### src/rtl/switch_command_queue_pkg.sv
// Shared types and field layout for the switch command queue.
// Command word is {op, addr, data}; data carries crosspoint x/y/on.
package switch_command_queue_pkg;

  typedef enum logic [1:0] {
    IDLE      = 2'd0,
    ISSUE     = 2'd1,
    WAIT_ACK  = 2'd2,
    WAIT_DONE = 2'd3
  } state_t;

  localparam int OP_W   = 4;
  localparam int ADDR_W = 8;
  localparam int DATA_W = 16;
  localparam int CMD_W  = OP_W + ADDR_W + DATA_W;

  localparam int OP_RST = 0;
  localparam int OP_SET = 1;

  localparam int D_X_LSB  = 0;
  localparam int D_X_W    = 4;
  localparam int D_Y_LSB  = 4;
  localparam int D_Y_W    = 2;
  localparam int D_ON_BIT = 8;

endpackage

### src/rtl/switch_command_queue_fifo.sv
// Command FIFO: binary wrap pointers, occupancy counter, sync flush.
// Flush beats both push and pop in the same cycle.
module switch_cmd_fifo #(
  parameter int DEPTH = 8,
  parameter int WIDTH = 28
) (
  input  logic                   clk,
  input  logic                   rst,
  input  logic                   flush,
  input  logic                   push,
  input  logic [WIDTH-1:0]       wdata,
  input  logic                   pop,
  output logic [WIDTH-1:0]       rdata,
  output logic [$clog2(DEPTH):0] level,
  output logic                   full
);

  localparam int AW = $clog2(DEPTH);
  localparam int LW = AW + 1;

  logic [WIDTH-1:0] mem [DEPTH];
  logic [AW-1:0]    wptr;
  logic [AW-1:0]    rptr;
  logic             we;
  logic             re;

  always_comb begin
    full  = (level == LW'(DEPTH));
    we    = push && !full && !flush;
    re    = pop && (level != '0) && !flush;
    rdata = mem[rptr];
  end

  always_ff @(posedge clk) begin
    if (we) mem[wptr] <= wdata;
  end

  always_ff @(posedge clk or posedge rst) begin
    if (rst) begin
      wptr  <= '0;
      rptr  <= '0;
      level <= '0;
    end else if (flush) begin
      wptr  <= '0;
      rptr  <= '0;
      level <= '0;
    end else begin
      wptr  <= wptr + AW'(we);
      rptr  <= rptr + AW'(re);
      level <= level + LW'(we) - LW'(re);
    end
  end

endmodule

### src/rtl/switch_command_queue.sv
// Queues host commands and issues them one at a time to a switch group,
// pacing on the group's rdy handshake with ack/done watchdogs.
module switch_command_queue
  import switch_command_queue_pkg::*;
#(
  parameter int DEPTH        = 8,
  parameter int ACK_TIMEOUT  = 8,
  parameter int DONE_TIMEOUT = 64
) (
  input  logic                   clk,
  input  logic                   rst,
  input  logic                   cmd_valid,
  output logic                   cmd_ready,
  input  logic [OP_W-1:0]        cmd_op,
  input  logic [ADDR_W-1:0]      cmd_addr,
  input  logic [DATA_W-1:0]      cmd_data,
  input  logic                   flush,
  output logic                   cs,
  output logic [OP_W-1:0]        op,
  output logic [ADDR_W-1:0]      addr,
  output logic [DATA_W-1:0]      data_in,
  input  logic                   rdy,
  output logic [$clog2(DEPTH):0] level,
  output logic                   busy,
  output logic                   err
);

  localparam int TMAX = (ACK_TIMEOUT > DONE_TIMEOUT) ? ACK_TIMEOUT
                                                      : DONE_TIMEOUT;
  localparam int TW   = $clog2(TMAX + 1);

  state_t         state;
  state_t         state_n;
  logic [TW-1:0]  timer;
  logic           pop;
  logic           timer_clr;
  logic           err_set;
  logic           full;
  logic [CMD_W-1:0] head;

  switch_cmd_fifo #(
    .DEPTH (DEPTH),
    .WIDTH (CMD_W)
  ) u_fifo (
    .clk   (clk),
    .rst   (rst),
    .flush (flush),
    .push  (cmd_valid),
    .wdata ({cmd_op, cmd_addr, cmd_data}),
    .pop   (pop),
    .rdata (head),
    .level (level),
    .full  (full)
  );

  always_ff @(posedge clk or posedge rst) begin
    if (rst) state <= IDLE;
    else     state <= state_n;
  end

  always_comb begin
    state_n   = state;
    pop       = 1'b0;
    timer_clr = 1'b0;
    err_set   = 1'b0;
    unique case (state)
      IDLE: begin
        if ((level != '0) && rdy && !flush) begin
          state_n = ISSUE;
          pop     = 1'b1;
        end
      end
      ISSUE: begin
        state_n   = WAIT_ACK;
        timer_clr = 1'b1;
      end
      WAIT_ACK: begin
        if (!rdy) begin
          state_n   = WAIT_DONE;
          timer_clr = 1'b1;
        end else if (timer == TW'(ACK_TIMEOUT)) begin
          err_set = 1'b1;
          state_n = IDLE;
        end
      end
      WAIT_DONE: begin
        if (rdy) begin
          state_n = IDLE;
        end else if (timer == TW'(DONE_TIMEOUT)) begin
          err_set = 1'b1;
          state_n = IDLE;
        end
      end
      default: state_n = IDLE;
    endcase
  end

  // Issued fields latch on the pop so they hold between strobes.
  always_ff @(posedge clk or posedge rst) begin
    if (rst) begin
      timer   <= '0;
      err     <= 1'b0;
      op      <= '0;
      addr    <= '0;
      data_in <= '0;
    end else begin
      if (timer_clr)
        timer <= '0;
      else if (state == WAIT_ACK || state == WAIT_DONE)
        timer <= timer + TW'(1);
      if (err_set) err <= 1'b1;
      if (pop) {op, addr, data_in} <= head;
    end
  end

  always_comb begin
    cs        = (state == ISSUE);
    busy      = (state != IDLE) || (level != '0);
    cmd_ready = !full;
  end

endmodule

### config.mk
export PLATFORM = sky130hd
export DESIGN_NAME = switch_command_queue
export DESIGN_NICKNAME = d
export VERILOG_FILES = /design/src/rtl/switch_command_queue_pkg.sv /design/src/rtl/switch_command_queue_fifo.sv /design/src/rtl/switch_command_queue.sv
export SDC_FILE = /design/constraint.sdc
export NUM_CORES = 1
export LEC_CHECK = 0
export ABC_AREA = 0
export ABC_CLOCK_PERIOD_IN_PS = 4750
export BUFFER_PORTS_ARGS = -buffer_cell sky130_fd_sc_hd__buf_2
export CAP_MARGIN = 0
export CORE_MARGIN = 3
export CORE_UTILIZATION = 40
export CTS_CLUSTER_DIAMETER = 200
export DETAILED_ROUTE_END_ITERATION = 8
export PLACE_DENSITY = 0.59
export SLEW_MARGIN = 5
export SYNTH_ARGS = -nofsm -noshare
export SYNTH_HDL_FRONTEND = slang
export SYNTH_SLANG_ARGS = --single-unit
### constraint.sdc
create_clock -name clk -period 4.75 [get_ports clk]
set_clock_uncertainty 0.15 [all_clocks]
set_input_delay 0.95 -clock clk [delete_from_list [all_inputs] [get_ports clk]]
set_output_delay 0.95 -clock clk [all_outputs]
set_load 0.01 [all_outputs]
==> out/results.md, run 1 <==
| Step | Metric | This run |
| --- | --- | --- |
| sta | Unrepaired setup endpoints after global routing | no |
| synthesis | Xor/xnor cell area share of the yosys netlist | 0.006619 |
| critical path | Setup Crit Path Kind | reg -> out |
| final layout | Fraction of final layout cells with drive strength greater than 1 | 0.2842 |
| grt | Total grt overflow | 0 |
| synthesis | Number of unique standard cell types used by synthesis | 32 |
| route | Count of routing violations after the opening detailed-route iteration | 258 |
| synthesis | Synthesized flop and latch total | 272 |
| clock tree | Total clock buffers created by CTS | 28 |
| sta | Finish-stage setup viols | 0 |
| die | Count of boundary I/O pins | 69 |
| critical path | Number of cells on the worst reg-to-reg path | 7 |
| critical path | Reg2Reg Setup Slack | 2.03 ns |
| die | Area inside the core boundary | 25620 um2 |
| synthesis | Average instance area after synthesis | 19.32 um2 |
| grt | First-pass GRT wire length | 31.17 mm |
| die | Vertical die dimension | 168.7 um |
| final layout | Nets | 682 |
| route | Total wire length after detailed routing | 19.68 mm |
| grt | Pin count of the biggest net entering global routing | 58 |
| sta | Fin crit share | 0.6742 |
| clock tree | Worst skew pair latency | 0.53 ns |
| final layout | Post-route non-filler standard cell count | 981 |
| clock tree | Clk slew on worst S/H paths | 0.06 ns |
| critical path | Worst R2R Start | state[1] |
| synthesis | Largest cells by area after synthesis | sky130_fd_sc_hd__edfxtp_1, sky130_fd_sc_hd__mux4_2, sky130_fd_sc_hd__dfrtp_1 |
| synthesis | Post-synthesis adder-cell area fraction | 0.02199 |
| grt | Via count of the first global-routing pass | 5509 |
| synthesis | Yosys Warn Count | 0 |
| pwr | Total leakage power | 0.004107 uW |
| final layout | Ant diodes | 0 |
| critical path | Worst-path maximum fanout | 13 |
| critical path | Crit Reg-Reg Endpoint | u_fifo.rptr[1] |
| clock tree | Buffer depth of the longest clock path | 3 |
| synthesis | Number of flops mapped to enable cells by yosys | 224 |
| final layout | Area grow syn2layout | 15.09% |
| sta | Max Clock Freq | 312.3 MHz |
| synthesis | Combinational family with the most area after synthesis | multiplexers |
| synthesis | Async S/R FF share, synth | 0.1765 |
| critical path | CP Launch Point | state[1] |
| critical path | Peak per-stage delay on the critical path | 0.43 ns |
| clock tree | Count of H-tree levels built during CTS | 1 |
| sta | Relative max-transition margin | 0.2784 |
| grt | Total routing resource utilization after global routing | 0.1395 |
| hold path | Min-delay worst type | in -> async |
| critical path | Capturing instance or port of the critical path | busy |
| place | Number of I/O port buffers | 68 |
| critical path | Critical path's slowest cell | sky130_fd_sc_hd__ha_1 |
| place | Final weighted congestion in routability-driven placement | 0.7256 |
| critical path | Crit-path cells | inv_1 -> ha_1 -> nor4bb_1 -> inv_1 -> buf_2 |
| place | Post-Place Cells | 931 |
| route | DRC violation count after routing | 0 |
| flow run | Number of maximum-capacitance violations | 0 |
| pwr | Peak ir drop on the vdd network | 0.3430 mV |
| route | ANT nets after route | 0 |
| clock tree | Buffers inserted by post-CTS timing repair | 0 |
| clock tree | # resized after CTS | 0 |
| sta | Worst slew pin tran | 1.080 ns |
| critical path | Worst Setup End Kind | output pin |
| sta | Final number of hold-violating endpoints | 0 |
| pwr | Post-layout power | 5876 uW |
| die | Die area | 28450 um2 |
| die | DIE WIDTH | 168.7 um |
| sta | Setup TNS | 0 ns |
| synthesis | Simple-gate share of the synthesized area | 0.03712 |
| clock tree | CTS tree | done |
| synthesis | Synth area leader | sky130_fd_sc_hd__edfxtp_1 |
| synthesis | Post-synth design cell area | 10590 um2 |
| synthesis | Synthesized netlist cell count | 548 |
| pwr | Total power divided by cell area | 482.3 nW/um2 |
| sta | Number of slew-limit violations in the final report | 0 |
| die | Initial Util | 0.4132 |
| route | Via-to-Cell Ratio | 5.179 |
| clock tree | Number of buffers inserted for hold repair after clock tree synthesis | 0 |
| sta | Worst hold margin | 0.3083 ns |
| place | HPWL after DPL | 11.78 mm |
| critical path | Worst path arrival time | 2.10 ns |
| synthesis | Post-Syn Nets | 599 |
| grt | Antenna violations before repair | 0 |
| die | Standard-cell rows | 58 |
| sta | Shortest clock period the worst path allows after layout | 3.202 ns |
| route | Average routed wire per standard cell | 20.06 um |
| synthesis | Sequential-to-total area share from yosys stat | 0.7489 |
| status | Outcome | complete, no violations |
| synthesis | Top_reg_cell synth | sky130_fd_sc_hd__edfxtp_1 |
| critical path | Dominant cell type by count on the critical path | sky130_fd_sc_hd__inv_1 |
| synthesis | Complex-gate fraction of the synthesized area | 0.02305 |
| route | 1st-pass router iterations | 5 |
| critical path | Type of origin of the critical path | flop |
| critical path | Critical Path RT | 3.65 ns |
| route | Vias after detailed routing | 5081 |
| clock tree | Count of clock tree sinks | 272 |
| synthesis | Area share of the leading cell type in the synthesized netlist | 0.6355 |
| clock tree | Library cell used as clock root buffer | sky130_fd_sc_hd__clkbuf_16 |
| synthesis | Mux contribution to synthesized area | 0.1486 |
## logic make-up (layout without fill, tap and decap cells)
logic type               after synthesis  count (layout)
flip-flops                           272             272
AND/OR/NAND/NOR                       84              84
XOR/XNOR                               8               8
buffers and inverters                 36             139
multiplexers                          87              87
AO/OA/AOI/OAI                         43              43
adder cells (fa/ha/maj)               18              18
## worst min path at each step
stage | startpoint | end | cells after the start
finish | rst | u_fifo.level[0] | 2
global route | err | err | 1
CTS | rst | addr[4] | 2
detailed placement | err | err | 1
global placement | err | err | 1
floorplan | timer[2] | timer[2] | 1
## area by class of cell
cell class	instances	area [um2]
clock buffer	33	719.4
clock inverter	17	95.09
fill	2167	13430
inverter	13	48.80
multi-input combinational	240	2572
sequential	272	7934
tap	330	412.9
timing repair buffer	76	400.4
## critical path: cells and delay by family (launching register included)
family	cells	cell delay, ns
adder cells (fa/ha/maj)	1	0.43
buffers and inverters	3	0.38
flip-flops	1	0.40
AND/OR/NAND/NOR	1	0.36
## metrics by stage
step	instance area [um2]	util	setup WS [ns]
detailed placement	11370	0.4438	1.282
CTS	12180	0.4756	1.543
finish	12180	0.4756	1.548
global route	12180	0.4756	1.382
global placement	11370	0.4438	1.370
floorplan	10590	-	0.7588
## layer usage
metal / GRT usage / part of all wire
met1: 0.1912 / 0.45
met5: 0 / 0
met4: 0.02988 / 0.020
met2: 0.2386 / 0.49
met3: 0.02219 / 0.034
## cells in the mapped netlist, drive strengths merged, types with 2 or more instances
cell / instances
xor2: 2
mux4: 56
o21ai: 2
dfrtp: 48
edfxtp: 224
a21o: 2
nor2b: 9
nor3b: 2
nand4b: 2
xnor2: 6
nor2: 49
inv: 13
a21oi: 33
nand2b: 6
ha: 17
nor3: 2
nand2: 11
clkbuf: 14
mux2i: 30
buf: 9
## power by group
group / switching, uW / total [uW] / internal (uW)
Combinational: 529 / 984 / 455
Clock: 871 / 1950 / 1080
Sequential: 138 / 2940 / 2800
Total: 1540 / 5880 / 4340
## cells in the final DEF, fill, tap and decap left out, types with 2 or more instances in the layout
master                      instances
sky130_fd_sc_hd__o21ai_0            2
sky130_fd_sc_hd__dfrtp_1           45
sky130_fd_sc_hd__ha_1              17
sky130_fd_sc_hd__nor3_2             2
sky130_fd_sc_hd__xor2_1             2
sky130_fd_sc_hd__nand2_1           11
sky130_fd_sc_hd__clkinv_1           7
sky130_fd_sc_hd__xnor2_1            6
sky130_fd_sc_hd__clkinv_2           7
sky130_fd_sc_hd__mux2i_1           30
sky130_fd_sc_hd__a21o_1             2
sky130_fd_sc_hd__dfrtp_2            2
sky130_fd_sc_hd__mux4_2            56
sky130_fd_sc_hd__nor2b_1            9
sky130_fd_sc_hd__buf_2             68
sky130_fd_sc_hd__buf_4              8
sky130_fd_sc_hd__nand2b_1           6
sky130_fd_sc_hd__clkbuf_16         28
sky130_fd_sc_hd__clkbuf_1           5
sky130_fd_sc_hd__nor2_4             6
sky130_fd_sc_hd__a21oi_1           33
sky130_fd_sc_hd__nand4b_1           2
sky130_fd_sc_hd__edfxtp_1         224
sky130_fd_sc_hd__inv_1             12
sky130_fd_sc_hd__nor2_1            43
## flip-flops by register name, summed over array words and instances (netlist names)
register      cells
err               1
u_fifo.rptr       3
op                4
data_in          16
timer             7
u_fifo.mem      224
u_fifo.level      4
state             2
u_fifo.wptr       3
addr              8
(Power assumes the default switching activity.)
==> run 2: changes to the inputs <==
--- a/config.mk
+++ b/config.mk
@@ -6,7 +6,7 @@
 export NUM_CORES = 1
 export LEC_CHECK = 0
 export ABC_AREA = 0
-export ABC_CLOCK_PERIOD_IN_PS = 4750
+export ABC_CLOCK_PERIOD_IN_PS = 3030
 export BUFFER_PORTS_ARGS = -buffer_cell sky130_fd_sc_hd__buf_2
 export CAP_MARGIN = 0
 export CORE_MARGIN = 3
==> constraint.sdc (replaced) <==
create_clock -name clk -period 3.03 [get_ports clk]
set_clock_uncertainty 0.15 [all_clocks]
set_input_delay 0.606 -clock clk [delete_from_list [all_inputs] [get_ports clk]]
set_output_delay 0.606 -clock clk [all_outputs]
set_load 0.01 [all_outputs]
==> run 2 against run 1 <==
Sequential power is 56% higher. Total power is 65% higher. Die area stayed put. Design area is 2.9% higher. Highest routed layer unchanged. First-iteration DRC count is 42% higher. Combinational power is 64% higher. Final cell count is 2.2% higher. Sequential share of layout area is 1.8 points lower. Wire length is 4.2% higher.
==> out/results.md, run 2 (synthesis gave the netlist of run 1 again) <==
| Step | Metric | This run |
| --- | --- | --- |
| sta | Setup TNS | 0 ns |
| place | HPWL after DPL | 12.93 mm |
| critical path | Worst-path maximum fanout | 13 |
| final layout | Post-route core utilization | 0.4894 |
| final layout | Final non-filler cell area | 12540 um2 |
| route | DRC violation count after routing | 0 |
| route | Count of routing violations after the opening detailed-route iteration | 367 |
| sta | Final number of hold-violating endpoints | 0 |
| clock tree | Library cell used as clock root buffer | sky130_fd_sc_hd__clkbuf_16 |
| die | Vertical die dimension | 168.7 um |
| grt | Total grt overflow | 0 |
| clock tree | CTS tree | done |
| hold path | Min-delay worst type | in -> reg |
| route | Vias after detailed routing | 5234 |
| grt | First-pass GRT wire length | 32.52 mm |
| final layout | Layout fillers | 2112 |
| final layout | Post-route non-filler standard cell count | 1003 |
| critical path | Worst path arrival time | 2.11 ns |
| place | DP Area | 11570 um2 |
| final layout | Registers with the most flip-flops | u_fifo.mem: 224 flops, data_in: 16 flops, addr: 8 flops |
| final layout | Top library cells by usage in the layout, fill and taps aside | sky130_fd_sc_hd__edfxtp_1, sky130_fd_sc_hd__buf_2, sky130_fd_sc_hd__mux4_2, sky130_fd_sc_hd__dfrtp_1, sky130_fd_sc_hd__nor2_1 |
| critical path | Worst Setup End Kind | output pin |
| final layout | Flip-flop count of the largest register after layout | 224 |
| die | Initial Util | 0.4132 |
| sta | Worst slew pin tran | 0.6074 ns |
| place | Placement-stage worst setup slack | 0.4425 ns |
| grt | Total routing resource utilization after global routing | 0.1470 |
| sta | Unrepaired setup endpoints after global routing | no |
| sta | Shortest clock period the worst path allows after layout | 2.866 ns |
| final layout | Fraction of final layout cells with drive strength greater than 1 | 0.3135 |
| final layout | Nets | 702 |
| place | Post-Place Cells | 950 |
| status | Outcome | complete, no violations |
| route | Wire length on met1 | 9.143 mm |
| place | Final weighted congestion in routability-driven placement | 0.7509 |
| route | Sum of met3 wire segment lengths after detailed routing | 879 um |
| pwr | Total leakage power | 0.004273 uW |
| pwr | Peak ir drop on the vdd network | 0.4213 mV |
| clock tree | Count of clock tree sinks | 272 |
| route | 1st-pass router iterations | 5 |
| sta | Number of slew-limit violations in the final report | 0 |
| route | ANT nets after route | 0 |
| sta | Relative max-transition margin | 0.5951 |
| sta | Finish-stage setup viols | 0 |
| critical path | Setup Crit Path Kind | reg -> out |
| pwr | Total power divided by cell area | 773.9 nW/um2 |
| clock tree | Buffer depth of the longest clock path | 3 |
| flow run | Number of maximum-capacitance violations | 0 |
| clock tree | # resized after CTS | 0 |
| place | Number of I/O port buffers | 68 |
| die | Die area | 28450 um2 |
| final layout | Ant diodes | 0 |
| final layout | Sequential cell area | 7934 um2 |
| die | DIE WIDTH | 168.7 um |
| final layout | Leading cell type in the layout, fill and taps excluded | sky130_fd_sc_hd__edfxtp_1 |
| sta | Max Clock Freq | 348.9 MHz |
| grt | Via count of the first global-routing pass | 5532 |
| route | Top routing layer in use | met4 |
| sta | Fin crit share | 0.9458 |
| clock tree | Count of H-tree levels built during CTS | 1 |
| clock tree | Worst skew pair latency | 0.53 ns |
| final layout | Area of combinational cells with multiple inputs | 2585 um2 |
| clock tree | Buffers inserted by post-CTS timing repair | 0 |
| grt | Antenna violations before repair | 0 |
| critical path | Type of origin of the critical path | flop |
| sta | Setup slack after layout | 0.1641 ns |
| route | Average routed wire per standard cell | 20.45 um |
| grt | Pin count of the biggest net entering global routing | 39 |
| route | Total wire length after detailed routing | 20.51 mm |
| clock tree | Number of buffers inserted for hold repair after clock tree synthesis | 1 |
| route | Via-to-Cell Ratio | 5.218 |
| critical path | Critical Path RT | 2.27 ns |
| clock tree | Clk slew on worst S/H paths | 0.06 ns |
| final layout | Area grow syn2layout | 18.43% |
| die | Area inside the core boundary | 25620 um2 |
| die | Count of boundary I/O pins | 69 |
| final layout | Register with the highest flop count | u_fifo.mem |
| die | Standard-cell rows | 58 |
| clock tree | Total clock buffers created by CTS | 28 |
| route | Routed length on met2 | 10.08 mm |
-- run 2: path summary, 6_finish.rpt --
path | from | end | slack (ns) | cells after the start
max | state[1] | busy | 0.16 | 5
min | cmd_op[0] | u_fifo.mem[3][24] | 0.19 | 1
max reg2reg | state[1] | u_fifo.level[1] | 0.43 | 8
min reg2reg | err | err | 0.32 | 1
max in group asynchronous | rst | u_fifo.rptr[0] | 1.54 | 4
min in group asynchronous | rst | err | 0.49 | 3
-- run 2: area by class of cell --
class | instances | share of cell area
clock buffer | 35 | 0.06048
inverter | 13 | 0.003893
timing repair buffer | 96 | 0.04811
tap | 330 | 0.03294
clock inverter | 17 | 0.01547
multi-input combinational | 240 | 0.2062
sequential | 272 | 0.6329
-- run 2: critical path, stage by stage (launching register included) --
cell and delay (ns):
sky130_fd_sc_hd__dfrtp_1 0.40, sky130_fd_sc_hd__inv_1 0.19, sky130_fd_sc_hd__ha_1 0.43, sky130_fd_sc_hd__nor4bb_1 0.35, sky130_fd_sc_hd__inv_1 0.07, sky130_fd_sc_hd__buf_2 0.14
-- run 2: stage by stage --
stage | hold slack, ns | power (uW)
floorplan | 0.3423 | 5699
global placement | 0.3076 | 6248
detailed placement | 0.3111 | 6319
CTS | 0.1731 | 9824
global route | 0.1864 | 10170
finish | 0.1938 | 9702
-- run 2: metal layers --
metal | global-route usage | vias to the layer above
met4 | 0.03451 | 0
met1 | 0.2079 | 2733
met3 | 0.02522 | 30
met2 | 0.2413 | 124
met5 | 0 | -
li1 | - | 2347
-- run 2: power by group --
part | switching (uW) | leakage [uW] | internal (uW) | total [uW]
logic | 875 | 0.00121 | 738 | 1610
clock network | 1370 | 0.000462 | 2110 | 3490
registers | 206 | 0.00260 | 4400 | 4600
